**src/rtl/spi_cmd_ctrl_if.sv**
```systemverilog
// spi_cmd_ctrl_if: single-beat memory bus between the SPI command sequencer
// and the cart-side memory.
//   mem_req   master->slave  request, held until mem_ack
//   mem_we    master->slave  1 = write, 0 = read; stable while mem_req
//   mem_addr  master->slave  ADDR_W-bit address; stable while mem_req
//   mem_wdata master->slave  write data; stable while mem_req
//   mem_ack   slave->master  one-cycle completion strobe
//   mem_rdata slave->master  read data, valid with mem_ack
interface spi_cmd_ctrl_if #(
    parameter int ADDR_W = 16
);
    logic              mem_req;
    logic              mem_we;
    logic [ADDR_W-1:0] mem_addr;
    logic [7:0]        mem_wdata;
    logic              mem_ack;
    logic [7:0]        mem_rdata;

    modport master (output mem_req, mem_we, mem_addr, mem_wdata,
                    input  mem_ack, mem_rdata);
    modport slave  (input  mem_req, mem_we, mem_addr, mem_wdata,
                    output mem_ack, mem_rdata);
endinterface

```
**src/rtl/spi_cmd_ctrl.sv**
```systemverilog
// spi_cmd_ctrl: command sequencer on the byte interface of the SPI slave.
// Frames received bytes into command / address / data phases, issues
// single-beat memory requests and preloads the next byte to shift out.
// Transactions are framed by an idle timeout (there is no chip select).
// Commands: 01 write, 02 read, 9F ID/status, anything else is discarded.
// Optional feature: define SPI_CMD_AUTOINC_EN for burst address increment;
// without it the address is fixed for the whole transaction.
// Ports:
//   clk, rst        system clock, synchronous active-high reset
//   spi_busy        SPI slave busy
//   spi_in_byte     received byte, valid on the busy falling edge
//   spi_out_byte    byte shifted out during the next SPI byte
//   mem             memory bus (spi_cmd_ctrl_if master)
//   err_ovr         sticky: write byte dropped or read data late
module spi_cmd_ctrl #(
    parameter int         ADDR_W  = 16,
    parameter int         TIMEOUT = 1024,
    parameter logic [7:0] ID_BYTE = 8'hA5
) (
    input  logic                  clk,
    input  logic                  rst,
    input  logic                  spi_busy,
    input  logic [7:0]            spi_in_byte,
    output logic [7:0]            spi_out_byte,
    spi_cmd_ctrl_if.master        mem,
    output logic                  err_ovr
);
    localparam int AB  = ADDR_W / 8;
    localparam int AIW = (AB > 1) ? $clog2(AB) : 1;
    localparam int TW  = (TIMEOUT > 1) ? $clog2(TIMEOUT) : 1;

    typedef enum logic [2:0] {S_CMD, S_ADDR, S_WDATA, S_RDATA, S_ID, S_DISCARD} state_t;

    state_t            state_q, state_d;
    logic              busy_q;
    logic              is_rd_q, is_rd_d;
    logic [AIW-1:0]    aidx_q, aidx_d;
    logic [ADDR_W-1:0] ptr_q, ptr_d;      // working address pointer
    logic              req_q, req_d;
    logic              we_q, we_d;
    logic [ADDR_W-1:0] maddr_q, maddr_d;  // address latched for the bus
    logic [7:0]        wdata_q, wdata_d;
    logic [7:0]        out_q, out_d;
    logic              err_q, err_d;
    logic              snap_q, snap_d;    // err_ovr captured by the ID command
    logic              id_first_q, id_first_d;
    logic [TW-1:0]     tcnt_q, tcnt_d;

    logic byte_done, ack, issue_rd;

    assign byte_done = busy_q & ~spi_busy;
    assign ack       = req_q & mem.mem_ack;

    always_comb begin
        state_d    = state_q;
        is_rd_d    = is_rd_q;
        aidx_d     = aidx_q;
        ptr_d      = ptr_q;
        req_d      = req_q;
        we_d       = we_q;
        maddr_d    = maddr_q;
        wdata_d    = wdata_q;
        out_d      = out_q;
        err_d      = err_q;
        snap_d     = snap_q;
        id_first_d = id_first_q;
        tcnt_d     = tcnt_q;
        issue_rd   = 1'b0;

        // Ack is handled before byte_done so a same-cycle ack frees the bus
        // for the next request without flagging an overrun.
        if (ack) begin
            req_d = 1'b0;
            if (we_q) begin
`ifdef SPI_CMD_AUTOINC_EN
                ptr_d = ptr_q + 1'b1;
`endif
            end else if (state_q == S_RDATA) begin
                if (spi_busy) err_d = 1'b1;   // byte already shifting: too late
                else          out_d = mem.mem_rdata;
            end
        end

        if (byte_done) begin
            case (state_q)
                S_CMD: begin
                    aidx_d = '0;
                    case (spi_in_byte)
                        8'h01: begin state_d = S_ADDR; is_rd_d = 1'b0; end
                        8'h02: begin state_d = S_ADDR; is_rd_d = 1'b1; end
                        8'h9F: begin
                            state_d    = S_ID;
                            out_d      = ID_BYTE;
                            snap_d     = err_q;
                            err_d      = 1'b0;
                            id_first_d = 1'b1;
                        end
                        default: state_d = S_DISCARD;
                    endcase
                end
                S_ADDR: begin
                    // MSB byte first: shift the new byte in at the bottom
                    ptr_d  = ADDR_W'({ptr_q, spi_in_byte});
                    aidx_d = aidx_q + 1'b1;
                    if (aidx_q == AIW'(AB - 1)) begin
                        if (is_rd_q) begin
                            issue_rd = 1'b1;
                            state_d  = S_RDATA;
                        end else begin
                            state_d  = S_WDATA;
                        end
                    end
                end
                S_WDATA: begin
                    if (req_d) begin
                        err_d = 1'b1;             // previous write still pending
                    end else begin
                        req_d   = 1'b1;
                        we_d    = 1'b1;
                        wdata_d = spi_in_byte;
                        maddr_d = ptr_d;
                    end
                end
                S_RDATA: begin
                    out_d = 8'hFF;
                    if (!req_d) issue_rd = 1'b1;
                end
                S_ID: begin
                    out_d      = id_first_q ? {7'b0, snap_q} : 8'hFF;
                    id_first_d = 1'b0;
                end
                default: ;
            endcase
        end

        if (issue_rd) begin
            req_d   = 1'b1;
            we_d    = 1'b0;
            maddr_d = ptr_d;
`ifdef SPI_CMD_AUTOINC_EN
            ptr_d   = ptr_d + 1'b1;
`endif
        end

        // Idle timeout; the return to S_CMD waits for any outstanding request.
        if (spi_busy || state_q == S_CMD) begin
            tcnt_d = '0;
        end else if (tcnt_q != TW'(TIMEOUT - 1)) begin
            tcnt_d = tcnt_q + 1'b1;
        end else if (!req_q) begin
            tcnt_d  = '0;
            state_d = S_CMD;
            out_d   = 8'hFF;
        end

        // The byte being shifted must not change under the shifter.
        if (spi_busy) out_d = out_q;
    end

    always_ff @(posedge clk) begin
        if (rst) begin
            state_q    <= S_CMD;
            busy_q     <= 1'b0;
            is_rd_q    <= 1'b0;
            aidx_q     <= '0;
            ptr_q      <= '0;
            req_q      <= 1'b0;
            we_q       <= 1'b0;
            maddr_q    <= '0;
            wdata_q    <= '0;
            out_q      <= 8'hFF;
            err_q      <= 1'b0;
            snap_q     <= 1'b0;
            id_first_q <= 1'b0;
            tcnt_q     <= '0;
        end else begin
            state_q    <= state_d;
            busy_q     <= spi_busy;
            is_rd_q    <= is_rd_d;
            aidx_q     <= aidx_d;
            ptr_q      <= ptr_d;
            req_q      <= req_d;
            we_q       <= we_d;
            maddr_q    <= maddr_d;
            wdata_q    <= wdata_d;
            out_q      <= out_d;
            err_q      <= err_d;
            snap_q     <= snap_d;
            id_first_q <= id_first_d;
            tcnt_q     <= tcnt_d;
        end
    end

    assign spi_out_byte  = out_q;
    assign err_ovr       = err_q;
    assign mem.mem_req   = req_q;
    assign mem.mem_we    = we_q;
    assign mem.mem_addr  = maddr_q;
    assign mem.mem_wdata = wdata_q;
endmodule

```
**src/flat_wrapper.sv**
```systemverilog
// flat-port wrapper written by rule: the top's interface ports become plain ports
module spi_cmd_ctrl_flat 
#(
    parameter int         ADDR_W  = 16,
    parameter int         TIMEOUT = 1024,
    parameter logic [7:0] ID_BYTE = 8'hA5
)
  (clk, rst, spi_busy, spi_in_byte, spi_out_byte, err_ovr, mem_mem_req, mem_mem_we, mem_mem_addr, mem_mem_wdata, mem_mem_ack, mem_mem_rdata);
  spi_cmd_ctrl_if #(.ADDR_W(ADDR_W)) mem_i ();
  input  logic clk;
  input  logic rst;
  input  logic spi_busy;
  input  logic [7:0] spi_in_byte;
  output logic [7:0] spi_out_byte;
  output logic err_ovr;
  output wire logic [$bits(mem_i.mem_req)-1:0] mem_mem_req;
  output wire logic [$bits(mem_i.mem_we)-1:0] mem_mem_we;
  output wire logic [$bits(mem_i.mem_addr)-1:0] mem_mem_addr;
  output wire logic [$bits(mem_i.mem_wdata)-1:0] mem_mem_wdata;
  input wire logic [$bits(mem_i.mem_ack)-1:0] mem_mem_ack;
  input wire logic [$bits(mem_i.mem_rdata)-1:0] mem_mem_rdata;
  assign mem_mem_req = mem_i.mem_req;
  assign mem_mem_we = mem_i.mem_we;
  assign mem_mem_addr = mem_i.mem_addr;
  assign mem_mem_wdata = mem_i.mem_wdata;
  assign mem_i.mem_ack = mem_mem_ack;
  assign mem_i.mem_rdata = mem_mem_rdata;
  spi_cmd_ctrl #(.ADDR_W(ADDR_W), .TIMEOUT(TIMEOUT), .ID_BYTE(ID_BYTE)) u_core (.clk(clk), .rst(rst), .spi_busy(spi_busy), .spi_in_byte(spi_in_byte), .spi_out_byte(spi_out_byte), .mem(mem_i), .err_ovr(err_ovr));
endmodule
```
**config.mk**
```make
export PLATFORM = sky130hd
export DESIGN_NAME = spi_cmd_ctrl_flat
export DESIGN_NICKNAME = d
export VERILOG_FILES = /design/src/rtl/spi_cmd_ctrl_if.sv /design/src/rtl/spi_cmd_ctrl.sv /design/src/flat_wrapper.sv
export SDC_FILE = /design/constraint.sdc
export NUM_CORES = 1
export LEC_CHECK = 0
export CAP_MARGIN = 30
export CORE_MARGIN = 4
export CORE_UTILIZATION = 51
export DETAILED_ROUTE_END_ITERATION = 10
export PLACE_DENSITY_LB_ADDON = 0.08
export SETUP_SLACK_MARGIN = 0.5
export SLEW_MARGIN = 25
export SYNTH_ARGS = -nofsm -noshare
export SYNTH_HDL_FRONTEND = slang
export SYNTH_SLANG_ARGS = --single-unit
```
**constraint.sdc**
```tcl
create_clock -name clk -period 2.83 [get_ports clk]
set_input_delay 0.566 -clock clk [delete_from_list [all_inputs] [get_ports clk]]
set_output_delay 0.566 -clock clk [all_outputs]
set_load 0.01 [all_outputs]
```
==> metrics.md <==
| Metric | Value |
|---|---|
| Most frequent cells in the layout | `dfxtp_1, clkdlybuf4s50_1, nand2_1, nor2_1, a21oi_1` |
| H-tree levels | `3` |
| Synth Flop Type | `dfxtp_1` |
| Die Y-Extent | `83.4 µm` |
| R2R depth | `5` |
| GP Congestion | `0.879` |
| Worst path cell trace | `clkdlybuf4s50_1 > nand2b_1 > or4_4 > a21boi_4 > a222oi_1 > nor2_1` |
| Most common cell after layout, fill and taps aside | `dfxtp_1` |
| Setup repair after global routing missed its margin | `false` |
| Core ar. | `5510 µm²` |
| CTS Buf Count | `9` |
| Reg-to-Reg End | `u_core.mem.mem_addr[14]` |
| Met3 usage | `0.0496` |
| Max cap viols | `0` |
| Met2 Usage GRT | `0.333` |
| Slack of the critical path | `0.694 ns` |
| Vias per cell | `5.75` |
| Hold Path Stages | `2` |
| DR vias | `2,607` |
| Sink Count | `69` |
| Sequential fraction of the synthesis area | `0.476` |
| Syn nets | `341` |
| Ys async rst share | `0` |
| Worst slack at placement | `0.303 ns` |
| Number of hold violations in the final report | `0` |
| Fin crit period | `2.14 ns` |
| Drt total wl | `7140 µm` |
| Final Non-Filler Cells | `453` |
| WP data required | `3.05 ns` |
| # setup viols final | `0` |
| Share of layout cells above drive strength 1 | `0.102` |
| Rows | `27` |
| Post-Syn Area | `2900 µm²` |
| Post-CTS Setup Repair Bufs | `0` |
| Per-cell routed wire length | `15.8 µm` |
| Die area | `6960 µm²` |
| PwrDens | `503 nW/µm²` |
| Boundary pin count | `55` |
| Worst flop-to-flop path startpoint | `u_core.state_q[1]` |
| Yosys top cell area share | `0.476` |
| Busiest grt layer | `met2` |
| Clk slew on worst S/H paths | `0.07 ns` |
| First-pass GRT wire length | `12,100 µm` |
| Total chip power | `1.86 mW` |
| Post_cts resized | `0` |
| Worst Setup Start Kind | `input pin` |
| Largest net degree at the start of global routing | `40` |
| Clk_lat worst skew | `0.35 ns` |
| Worst min path class | `flop to flop` |
| Setup TNS | `0 ns` |
| GR Util met1 | `0.279` |
| Critical path's slowest cell | `or4_4` |
| Die Span X | `83.4 µm` |
| DP Cell Count | `437` |
| Worst vdd ir | `394 µV` |
| Nets@finish | `397` |
| Cts hold-fix bufs | `0` |
| Clk root buf | `clkbuf_8` |
| Leakage power | `1.37 nW` |
| Remaining Overflow, GRT | `0` |
| Least-Margin Pin Slew | `0.567 ns` |
| Initial antenna violation count | `0` |
| CP max stage delay | `0.52 ns` |
| Post-synth cell types | `52` |
| Leading post-synthesis cells by cell area | `dfxtp_1, nand2_1, a222oi_1` |
| Number of global-route vias before repair | `2,475` |
| Max Clk Rate | `0.468 GHz` |
| Reg-to-reg setup timing slack | `0.74 ns` |
| Hpwl dp | `4890 µm` |
| Antenna diodes | `0` |
| DRT Pass-1 Iters | `7` |
| CTS tree | `yes` |
| Area grow syn2layout | `27.6%` |
| DRC | `0` |
| Mean Syn Cell Area | `9.06 µm²` |
| Clk buf depth | `2` |
| Crit path max fanout | `16` |
| Max-slew violations | `0` |
| WP data arrival | `2.36 ns` |
| Number of synthesized flops with an enable pin | `0` |
| Min-Delay Endpoint | `u_core.ptr_q[8]` |
| Rel. slew slack | `0.619` |
| Critical path class | `input pin to flop` |
| Mapped Cells | `320` |
| Max Clock Skew | `0.00641 ns` |
| 1st-iter DRT viols | `262` |
| IO buf count | `54` |
| Initial Util | `0.527` |
| Worst setup EP type | `flop` |
| Post-layout util | `0.672` |
| Synth area leader | `dfxtp_1` |
| Post-route ant nets | `0` |
| Total GRT Usage | `0.212` |
| Outcome | `finished clean` |
| Yosys reg bits | `69` |
| Hold Crit Start | `u_core.ptr_q[8]` |
| Final worst-path cycle share | `0.755` |
| Yosys warns | `0` |
==> through the flow <==
step           cell area, µm²  hold WS, ns
3_3_place_gp             3510        0.443
4_1_cts                  3700        0.461
3_5_place_dp             3510        0.450
2_1_floorplan            2900        0.433
5_1_grt                  3700        0.484
6_report                 3700        0.457
==> worst max-delay path: cells and delay by family <==
kind / cells / cell delay, ns
buffers and inverters: 1 / 0.42
AOI/OAI and AO/OA: 2 / 0.60
and+or+nand+nor: 3 / 0.78
==> final cells by class <==
type	count	area, µm²
clock buffer	10	128
fill	477	1810
tap	72	90.1
clock inverter	6	63.8
sequential	69	1380
inverter	4	15.0
timing repair buffer	65	618
multi-input combinational	227	1410
==> synthesized netlist by cell type (2+ instances only) <==
cell type / number
nor3_1: 10
nand2_1: 44
or4b_1: 2
nand3_1: 5
dfxtp_1: 69
mux2i_1: 11
and3_1: 2
inv_1: 4
a222oi_1: 16
o21ai_0: 8
a21oi_1: 26
clkbuf_1: 15
a22oi_1: 5
a31oi_1: 7
a211oi_1: 3
nand2b_1: 3
a41oi_1: 2
nor2_1: 41
xor2_1: 2
buf_6: 3
nand3b_1: 2
and4_1: 3
nand4_1: 3
a2bb2oi_1: 6
==> flip-flops by register name, indices dropped and copies added, names as in the netlist <==
name	count
u_core.id_first_q	1
u_core.spi_out_byte	8
u_core.ptr_q	16
u_core.aidx_q	1
u_core.mem.mem_we	1
u_core.tcnt_q	10
u_core.snap_q	1
u_core.mem.mem_wdata	8
u_core.mem.mem_addr	16
u_core.busy_q	1
u_core.state_q	3
u_core.err_ovr	1
u_core.is_rd_q	1
u_core.mem.mem_req	1
==> cells by family (layout without fill, tap and decap cells) <==
group | count (synthesis) | count (layout) | share of synthesized area
xor+xnor | 3 | 3 | 0.00906
compound gates | 83 | 83 | 0.214
mux | 11 | 11 | 0.0380
flops | 69 | 69 | 0.476
buf+inv | 24 | 85 | 0.0393
simple gates | 129 | 129 | 0.220
fa+ha+maj | 1 | 1 | 0.00431
==> routing by layer <==
metal | wire length, µm | up-vias
met2 | 3280 | 91
met5 | 0 | -
li1 | - | 1287
met4 | 143 | 0
met3 | 423 | 12
met1 | 3290 | 1217
==> how the worst max path moves through the flow <==
| stage | slack (ns) | end | from | cells after the start |
|---|---|---|---|---|
| finish | 0.69 | u_core.mem.mem_addr[14] | spi_busy | 6 |
| CTS | 0.68 | u_core.mem.mem_addr[13] | spi_busy | 6 |
| global placement | 0.36 | u_core.mem.mem_addr[10] | spi_busy | 6 |
| global route | 0.54 | u_core.mem.mem_addr[9] | u_core.state_q[1] | 5 |
| floorplan | 0.69 | u_core.mem.mem_addr[4] | spi_busy | 7 |
| detailed placement | 0.30 | u_core.mem.mem_addr[13] | spi_busy | 6 |
==> report_power, final <==
group	switching, mW	total [mW]	internal [mW]
Combinational	0.0492	0.0957	0.0465
Clock	0.378	0.783	0.405
Sequential	0.00826	0.983	0.975
Note: power is estimated with default switching activity, not from simulation.
